[src/rtl/tmds_channel_decoder.sv]
// TMDS channel decoder: word alignment search over 10 bit phases, control-token
// lock/loss tracking, and 10b->8b data decode with a two-stage output pipeline.
module tmds_channel_decoder #(
    parameter int LOCK_COUNT     = 16,
    parameter int SEARCH_TIMEOUT = 2048,
    parameter int LOSS_TIMEOUT   = 2048
) (
    input  logic       clk,
    input  logic       resetn,
    input  logic [9:0] din,
    output logic [7:0] dout,
    output logic       de,
    output logic       c0,
    output logic       c1,
    output logic       locked,
    output logic       lock_lost,
    output logic [3:0] offset
);
    localparam int RW = $clog2(LOCK_COUNT + 1);
    localparam int TW = $clog2(SEARCH_TIMEOUT + 1);
    localparam int LW = $clog2(LOSS_TIMEOUT + 1);
    localparam logic [RW-1:0] RUN_LAST  = RW'(LOCK_COUNT - 1);
    localparam logic [TW-1:0] TMR_LAST  = TW'(SEARCH_TIMEOUT - 1);
    localparam logic [LW-1:0] LOSS_LAST = LW'(LOSS_TIMEOUT - 1);

    typedef enum logic {SEARCH = 1'b0, LOCKED = 1'b1} state_t;

    // returns {is_token, c1, c0}
    function automatic logic [2:0] classify(input logic [9:0] w);
        case (w)
            10'b1101010100: classify = 3'b100;
            10'b0010101011: classify = 3'b101;
            10'b0101010100: classify = 3'b110;
            10'b1010101011: classify = 3'b111;
            default:        classify = 3'b000;
        endcase
    endfunction

    function automatic logic [7:0] decode(input logic [9:0] w);
        logic [7:0] d;
        logic [7:0] o;
        d    = w[9] ? ~w[7:0] : w[7:0];
        o[0] = d[0];
        for (int i = 1; i < 8; i++)
            o[i] = w[8] ? (d[i] ^ d[i-1]) : ~(d[i] ^ d[i-1]);
        return o;
    endfunction

    state_t          state, state_nxt;
    logic [9:0]      prev, s1, aligned;
    logic [19:0]     word20;
    logic [RW-1:0]   run_cnt, run_nxt;
    logic [TW-1:0]   tmr, tmr_nxt;
    logic [LW-1:0]   loss_cnt, loss_nxt;
    logic [3:0]      off_nxt;
    logic            settle, settle_nxt, lost_nxt;
    logic [2:0]      s1_cls;
    logic            s1_tok;
    logic [7:0]      dout_r;
    logic            de_r, c0_r, c1_r;

    assign word20  = {din, prev};
    assign aligned = 10'(word20 >> offset);
    assign s1_cls  = classify(s1);
    assign s1_tok  = s1_cls[2];

    always_comb begin
        state_nxt  = state;
        run_nxt    = run_cnt;
        tmr_nxt    = tmr;
        loss_nxt   = loss_cnt;
        off_nxt    = offset;
        settle_nxt = 1'b0;
        lost_nxt   = 1'b0;
        case (state)
            SEARCH: begin
                tmr_nxt = tmr + 1'b1;
                // the word right after an offset change was captured at the old offset
                if (!settle)
                    run_nxt = s1_tok ? run_cnt + 1'b1 : '0;
                if (!settle && s1_tok && run_cnt == RUN_LAST) begin
                    state_nxt = LOCKED;
                    run_nxt   = '0;
                    tmr_nxt   = '0;
                    loss_nxt  = '0;
                end else if (tmr == TMR_LAST) begin
                    off_nxt    = (offset == 4'd9) ? 4'd0 : offset + 4'd1;
                    tmr_nxt    = '0;
                    run_nxt    = '0;
                    settle_nxt = 1'b1;
                end
            end
            LOCKED: begin
                if (s1_tok) begin
                    loss_nxt = '0;
                end else if (loss_cnt == LOSS_LAST) begin
                    state_nxt = SEARCH;
                    lost_nxt  = 1'b1;
                    loss_nxt  = '0;
                    run_nxt   = '0;
                    tmr_nxt   = '0;
                end else begin
                    loss_nxt = loss_cnt + 1'b1;
                end
            end
            default: state_nxt = SEARCH;
        endcase
    end

    always_ff @(posedge clk or negedge resetn) begin
        if (!resetn) begin
            state     <= SEARCH;
            prev      <= '0;
            s1        <= '0;
            offset    <= '0;
            run_cnt   <= '0;
            tmr       <= '0;
            loss_cnt  <= '0;
            settle    <= 1'b0;
            lock_lost <= 1'b0;
            dout_r    <= '0;
            de_r      <= 1'b0;
            c0_r      <= 1'b0;
            c1_r      <= 1'b0;
        end else begin
            state     <= state_nxt;
            prev      <= din;
            s1        <= aligned;
            offset    <= off_nxt;
            run_cnt   <= run_nxt;
            tmr       <= tmr_nxt;
            loss_cnt  <= loss_nxt;
            settle    <= settle_nxt;
            lock_lost <= lost_nxt;
            dout_r    <= s1_tok ? 8'h00 : decode(s1);
            de_r      <= ~s1_tok;
            c1_r      <= s1_tok & s1_cls[1];
            c0_r      <= s1_tok & s1_cls[0];
        end
    end

    // gating on the state register keeps outputs quiet the instant lock drops
    assign locked = (state == LOCKED);
    assign dout   = locked ? dout_r : 8'h00;
    assign de     = locked & de_r;
    assign c0     = locked & c0_r;
    assign c1     = locked & c1_r;
endmodule

[config.mk]
export PLATFORM = sky130hd
export DESIGN_NAME = tmds_channel_decoder
export DESIGN_NICKNAME = d
export VERILOG_FILES = /design/src/rtl/tmds_channel_decoder.sv
export SDC_FILE = /design/constraint.sdc
export NUM_CORES = 1
export LEC_CHECK = 0
export ABC_CLOCK_PERIOD_IN_PS = 4200
export CAP_MARGIN = 10
export CORE_MARGIN = 3
export CORE_UTILIZATION = 63
export DETAILED_ROUTE_END_ITERATION = 12
export PLACE_DENSITY = 0.89
export SLEW_MARGIN = 15
export SYNTH_ARGS = -nofsm -noshare
export SYNTH_HDL_FRONTEND = slang
export SYNTH_SLANG_ARGS = --single-unit
export TNS_END_PERCENT = 30
[constraint.sdc]
create_clock -name clk -period 4.2 [get_ports clk]
set_clock_uncertainty 0.2 [all_clocks]
set_input_delay 0.84 -clock clk [delete_from_list [all_inputs] [get_ports clk]]
set_output_delay 0.84 -clock clk [all_outputs]
set_load 0.05 [all_outputs]
==> key figures, run 1 <==
Synth
  – Leading area contributor after synthesis: dfrtp_1
  – Post-Syn Area per Cell: 10.4 sq um
  – Syn. warnings: 0
  – EDFF count, synth: 0
  – FF+latch count, synth: 67
  – Async SR Flop Fraction: 1.00
  – Most common library cells after synthesis: dfrtp_1, nor2_1, inv_1, nand2_1, nand3_1
  – Synth cell types: 51
  – Seq/Total Area, Yosys: 0.438
  – Post-Synthesis Cell Area: 0.00383 sq mm
  – Cells after synthesis: 367
  – Cell with the most instances after synthesis: dfrtp_1
  – Area fraction of the dominant cell type after synthesis: 0.438
  – Synth area leaders: dfrtp_1, mux4_2, ha_1
  – Syn Nets: 391
  – Most used DFF post-synth: dfrtp_1

Clock tree
  – CTS clk-pin slew, worst paths: 0.07 ns
  – Clk_lat worst skew: 0.35 ns
  – H-Tree Depth: 3
  – Hold Buf Count CTS: 0
  – Resized Gates After CTS: 0
  – Bufs on Longest Clock Path: 2
  – Number of CTS-inserted buffers: 9
  – Post-CTS Setup Bufs: 0
  – CTS tree: built
  – Clk sink count: 67
  – CTS root buf: clkbuf_8

Routing
  – Total Wirelength: 7860 microns
  – DR vias: 2942
  – DR iter-0 viols: 255
  – Routed WL per cell: 16.8 microns
  – Post-DR vias/cell: 6.29
  – Drc violations: 0
  – Initial DRT Pass Iterations: 5
  – Routed Antenna Nets: 0

Placed design
  – I/O Buffers: 28
  – RePlAce Congestion: 0.866
  – Post-DP HPWL: 5460 microns

Min path
  – Worst Hold Class: reg2reg

Setup path
  – CP Max Fanout: 26
  – CP max stage delay: 0.81 ns
  – Critical path class: reg2out
  – Worst Path Arrival: 2.12 ns
  – WP buf/inv: 1
  – Worst path required time: 3.16 ns
  – CP startpoint kind: flip-flop
  – Kind of cell adding the most delay to the critical path: buffers and inverters
  – CP max-delay cell: clkdlybuf4s50_1
  – Crit path cell chain: and2_1, clkdlybuf4s50_1
  – CP Capture Type: output pin

Layout
  – Area grow syn2layout: 13.1%
  – Antenna Cells: 0
  – Nets: 415
  – Multi-input logic area: 0.00199 sq mm
  – Layout cell share with drive strength beyond 1: 0.136
  – # fillers: 348
  – Register area: 0.00168 sq mm

Power
  – Final Power: 0.00126 W
  – Reg power frac: 0.541
  – Comb pwr share: 0.066
  – Int Pwr: 0.000950 W
  – Sw Pwr: 0.000306 W
  – Clk pwr share: 0.393
  – Sw Ratio: 0.244
  – Max VDD drop: 0.177 mV
  – Power per cell area: 290 mW/mm^2
  – Leakage: 1.87 nW

Timing
  – Tmin final: 3.16 ns
  – Ratio of final minimum period to clock period: 0.752
  – Max Freq: 0.316 GHz
  – Slew headroom: 0.345
  – Setup Total Neg Slack: 0 ns
  – Setup violators final: 0
  – Fin. max-slew vios: 0
  – Final Hold Violating Endpoints: 0
  – RSZ-0062 raised after global routing: no
  – Worst slew pin tran: 0.983 ns

GRT
  – Total Routing Usage GR: 0.242
  – Largest net degree at the start of global routing: 46
  – Global-route wire length before repair: 13500 microns
  – Total grt overflow: 0
  – Antenna violations before repair: 0
  – Vias in the first global route: 2767

Floorplanning
  – Die height: 83.9 microns
  – Die W: 83.9 microns
  – Initial cell density of the core: 0.674
  – # IOs: 29
  – DIE AREA: 0.00704 sq mm
  – Row count: 27
  – Core area: 0.00568 sq mm

Run
  – Max-capacitance violation count: 0

Outcome
  – Outcome: complete, no violations
## final cells by class
type / instances / share of cell area
clock buffers: 12 / 0.0358
clock inverters: 4 / 0.00578
inverters: 22 / 0.0191
multi-input cells: 258 / 0.459
flip-flops and latches: 67 / 0.387
well taps: 72 / 0.0208
repair buffers: 33 / 0.0723
## registers in the layout (all words and copies together), names as in the netlist
| name | cells |
|---|---|
| loss_cnt | 12 |
| offset | 4 |
| run_cnt | 5 |
| prev | 10 |
| c1_r | 1 |
| settle | 1 |
| tmr | 12 |
| s1 | 10 |
| de_r | 1 |
| c0_r | 1 |
| dout_r | 8 |
| lock_lost | 1 |
| locked | 1 |
## path summary, 6_finish.rpt
path / from / end / slack [ns] / cells after the start
worst max-delay path: locked$_DFF_PN0_ / dout[5] / 1.04 / 2
worst min-delay path: run_cnt[4]$_DFFE_PN0P_ / run_cnt[4]$_DFFE_PN0P_ / 0.32 / 1
worst max register to register: loss_cnt[1]$_DFFE_PN0P_ / run_cnt[4]$_DFFE_PN0P_ / 1.48 / 6
worst min register to register: run_cnt[4]$_DFFE_PN0P_ / run_cnt[4]$_DFFE_PN0P_ / 0.32 / 1
max in group asynchronous: resetn / loss_cnt[5]$_DFFE_PN0P_ / 2.61 / 2
min in group asynchronous: resetn / s1[7]$_DFF_PN0_ / 0.45 / 1
## power by group through the flow
stage	clock network (W)	logic [W]	registers [W]
final	0.000494	0.0000828	0.000679
after global routing	0.000530	0.0000933	0.000681
after CTS	0.000500	0.0000834	0.000679
after detailed placement	0	0.0000815	0.000691
after global placement	0	0.0000774	0.000689
after floorplan	0	0.0000470	0.000686
## per-stage QoR
| step | std cells | setup slack (ns) | hold WS, ns | util | area, sq um |
|---|---|---|---|---|---|
| 4_1_cts | 468 | 1.02 | 0.328 | 0.762 | 4320 |
| 3_5_place_dp | 452 | 1.31 | 0.311 | 0.730 | 4140 |
| 2_1_floorplan | 367 | 1.37 | 0.278 | - | 3830 |
| 6_report | 468 | 1.04 | 0.324 | 0.763 | 4330 |
| 5_1_grt | 468 | 0.919 | 0.347 | 0.763 | 4330 |
| 3_3_place_gp | 452 | 1.43 | 0.300 | 0.730 | 4140 |
## per-layer routing
| metal | global-route usage | up-vias | routed length (microns) |
|---|---|---|---|
| li1 | - | 1393 | - |
| met3 | 0.0365 | 29 | 456 |
| met2 | 0.369 | 109 | 3700 |
| met5 | 0 | - | 0 |
| met1 | 0.336 | 1411 | 3440 |
| met4 | 0.129 | 0 | 257 |
## logic make-up (layout without fill, tap and decap cells)
| group | after synthesis | in the layout | synth area share |
|---|---|---|---|
| muxes | 36 | 36 | 0.140 |
| and+or+nand+nor | 123 | 123 | 0.171 |
| xor gates and xnor gates | 16 | 16 | 0.0366 |
| buffers and inverters | 42 | 71 | 0.0441 |
| DFF | 67 | 67 | 0.438 |
| AOI/OAI and AO/OA | 71 | 71 | 0.131 |
| adders and majority gates | 12 | 12 | 0.0392 |
## worst register-to-register path: stages, from the launching register on
cell	delay [ns]
dfrtp_1	0.38
ha_1	0.22
nand3_1	0.24
nor4_4	0.47
a31oi_2	0.35
a21oi_1	0.37
mux2_2	0.38
## cell usage in the layout (no fill, tap or decap), types with 2 or more instances in the layout
master           instances
dfrtp_1                 67
nor2_1                  28
clkdlybuf4s50_1         27
inv_1                   22
nand2_1                 21
nand3_1                 17
mux2i_1                 14
and2_1                  13
mux4_2                  13
xnor2_1                 12
a21oi_1                 12
a31oi_1                 12
ha_1                    12
clkbuf_8                11
nor3_1                  10
mux2_2                   9
o21ai_0                  8
and3_1                   7
nand4_1                  6
a22o_1                   6
nand2b_1                 5
buf_4                    5
xor2_1                   4
or4_1                    4
nor2b_1                  3
a31o_2                   3
o22ai_1                  3
a41oi_1                  3
o211ai_1                 3
a211oi_1                 2
nor4_1                   2
a21o_1                   2
o21a_1                   2
a221o_1                  2
a211o_1                  2
nor3b_1                  2
o2bb2ai_1                2
clkinv_2                 2
clkinvlp_4               2
Note: power is estimated with default switching activity, not from simulation.
==> run 2, diff against run 1 <==
ABC_CLOCK_PERIOD_IN_PS = 2700   (was 4200)
CORE_UTILIZATION = 53   (was 63)
PLACE_DENSITY = 0.8   (was 0.89)
clock period = 2.7 ns   (was 4.2 ns; I/O delays follow)
==> key figures, run 2 (same netlist as run 1, synthesis figures left out) <==
Routing
  – Post-DR vias/cell: 5.83 (-7.2%)
  – Routed WL per cell: 15.5 microns (-7.9%)
  – DR iter-0 viols: 167 (-35%)
  – Drc violations: 0 (unchanged)
  – DR vias: 2911 (-1.1%)
  – Total Wirelength: 7710 microns (-1.8%)
  – Routed Antenna Nets: 0 (unchanged)
  – Initial DRT Pass Iterations: 4 (-1)

GRT
  – Antenna violations before repair: 0 (unchanged)
  – Total grt overflow: 0 (unchanged)
  – Total Routing Usage GR: 0.202 (-0.0405)
  – Global-route wire length before repair: 13200 microns (-2.0%)
  – Vias in the first global route: 2735 (-1.2%)
  – Largest net degree at the start of global routing: 41 (-11%)

Floorplanning
  – Initial cell density of the core: 0.554 (-0.120)
  – # IOs: 29 (unchanged)
  – Core area: 0.00691 sq mm (+22%)
  – DIE AREA: 0.00827 sq mm (+17%)
  – Die height: 91.0 microns (+8.4%)
  – Row count: 30 (+11%)
  – Die W: 91.0 microns (+8.4%)

Layout
  – Area grow syn2layout: 15.4%
  – Non-filler instance count after layout: 499 (+6.6%)
  – Antenna Cells: 0 (unchanged)
  – Top flop regs: loss_cnt (12), tmr (12)
  – Commonest non-fill, non-tap cell in the layout: dfrtp_1
  – # fillers: 558 (+60%)
  – Most frequent cells in the layout: dfrtp_1, nor2_1, buf_4
  – Nets: 423 (+1.9%)
  – Layout cell share with drive strength beyond 1: 0.186 (+0.0497)

Setup path
  – CP max stage delay: 0.57 ns (-0.24 ns)
  – Worst path required time: 2.78 ns (-0.38 ns)
  – CP max-delay cell: a2111oi_0
  – CP Capture Type: flip-flop
  – Crit path cell chain: ha_1, and3_1, ha_1, nor2b_1, a2111oi_0, and3_1, a211o_1
  – Worst Path Arrival: 2.50 ns (+0.38 ns)
  – CP Max Fanout: 3 (-88%)
  – CP startpoint kind: flip-flop
  – Critical path class: reg2reg

Clock tree
  – Bufs on Longest Clock Path: 2 (unchanged)
  – CTS root buf: clkbuf_8
  – Number of CTS-inserted buffers: 9 (unchanged)
  – CTS clk-pin slew, worst paths: 0.07 ns (about the same)
  – Resized Gates After CTS: 0 (unchanged)
  – Hold Buf Count CTS: 0 (unchanged)
  – H-Tree Depth: 3 (unchanged)
  – Clk sink count: 67 (unchanged)
  – Post-CTS Setup Bufs: 0 (unchanged)
  – CTS tree: built
  – Clk_lat worst skew: 0.35 ns (about the same)

Timing
  – Ratio of final minimum period to clock period: 0.896
  – Tmin final: 2.42 ns
  – Final Hold Violating Endpoints: 0 (unchanged)
  – Slew headroom: 0.446 (+0.101)
  – Setup violators final: 0 (unchanged)
  – Worst slew pin tran: 0.831 ns (-0.151 ns)
  – Fin. max-slew vios: 0 (unchanged)
  – Setup Total Neg Slack: 0 ns (unchanged)
  – Max Freq: 0.414 GHz
  – RSZ-0062 raised after global routing: no

Placed design
  – Post-DP HPWL: 5600 microns (+2.6%)
  – RePlAce Congestion: 0.876 (+1.2%)
  – I/O Buffers: 28 (unchanged)
  – Placed Cells: 484 (+7.1%)

Power
  – Max VDD drop: 0.278 mV (+57%)
  – Final Power: 0.00197 W (+57%)
  – Power per cell area: 447 mW/mm^2 (+54%)
  – Leakage: 1.96 nW (+4.5%)

Outcome
  – Outcome: complete, no violations

Run
  – Max-capacitance violation count: 0 (unchanged)

Min path
  – Worst Hold Class: in2async
[run 2: cell count changes in the layout (fill, tap and decap cells not counted)]
| cell | delta |
|---|---|
| buf_4 | +20 |
| clkdlybuf4s50_1 | -15 |
| buf_12 | +3 |
| clkbuf_8 | -2 |
| a31oi_1 | +1 |
| a31oi_2 | -1 |
| bufinv_16 | +1 |
[run 2: stage by stage]
stage	setup WS (ns)	instance area [sq um]	hold WS, ns	util
after floorplan	0.166	3830	0.0444	-
after global placement	0.383	4230	0.291	0.613
after detailed placement	0.341	4230	0.302	0.613
after CTS	0.289	4420	0.0151	0.639
after global routing	0.120	4420	0.0565	0.639
final	0.282	4420	0.00690	0.639
[run 2: power breakdown]
group / internal, W / total [W] / switching [W]
Clock: 0.000418 / 0.000791 / 0.000374
Combinational: 0.0000634 / 0.000125 / 0.0000620
Sequential: 0.00104 / 0.00106 / 0.0000200
[run 2: per-layer routing]
metal	GRT usage	up-vias	routed length (microns)
met2	0.316	84	3760
met3	0.0489	8	431
met4	0.0791	0	81
li1	-	1412	-
met5	0	-	0
met1	0.272	1407	3440
[run 2: path summary, 6_finish.rpt]
check | end | from | depth (start not counted) | slack, ns
worst min register to register | run_cnt[4]$_DFFE_PN0P_ | run_cnt[4]$_DFFE_PN0P_ | 1 | 0.32
max in group asynchronous | tmr[3]$_DFFE_PN0P_ | resetn | 2 | 1.67
worst min-delay path | dout_r[1]$_DFF_PN0_ | resetn | 1 | 0.007
worst max register to register | run_cnt[3]$_DFFE_PN0P_ | run_cnt[0]$_DFFE_PN0P_ | 7 | 0.28
worst max-delay path | run_cnt[3]$_DFFE_PN0P_ | run_cnt[0]$_DFFE_PN0P_ | 7 | 0.28
min in group clk | run_cnt[4]$_DFFE_PN0P_ | run_cnt[4]$_DFFE_PN0P_ | 1 | 0.32
[run 2: layout make-up]
type / count / area, sq um / share of cell area
repair buffers: 41 / 373 / 0.0844
flip-flops and latches: 67 / 1680 / 0.380
inverters: 22 / 82.6 / 0.0187
multi-input cells: 258 / 1980 / 0.449
clock inverters: 5 / 55.1 / 0.0125
well taps: 96 / 120 / 0.0272
clock buffers: 10 / 128 / 0.0289
[run 2: worst max-delay path: cells and delay by family (launching register included)]
family | cells | cell delay [ns]
AOI/OAI and AO/OA | 2 | 0.68
DFF | 1 | 0.42
and+or+nand+nor | 3 | 0.61
adders and majority gates | 2 | 0.44
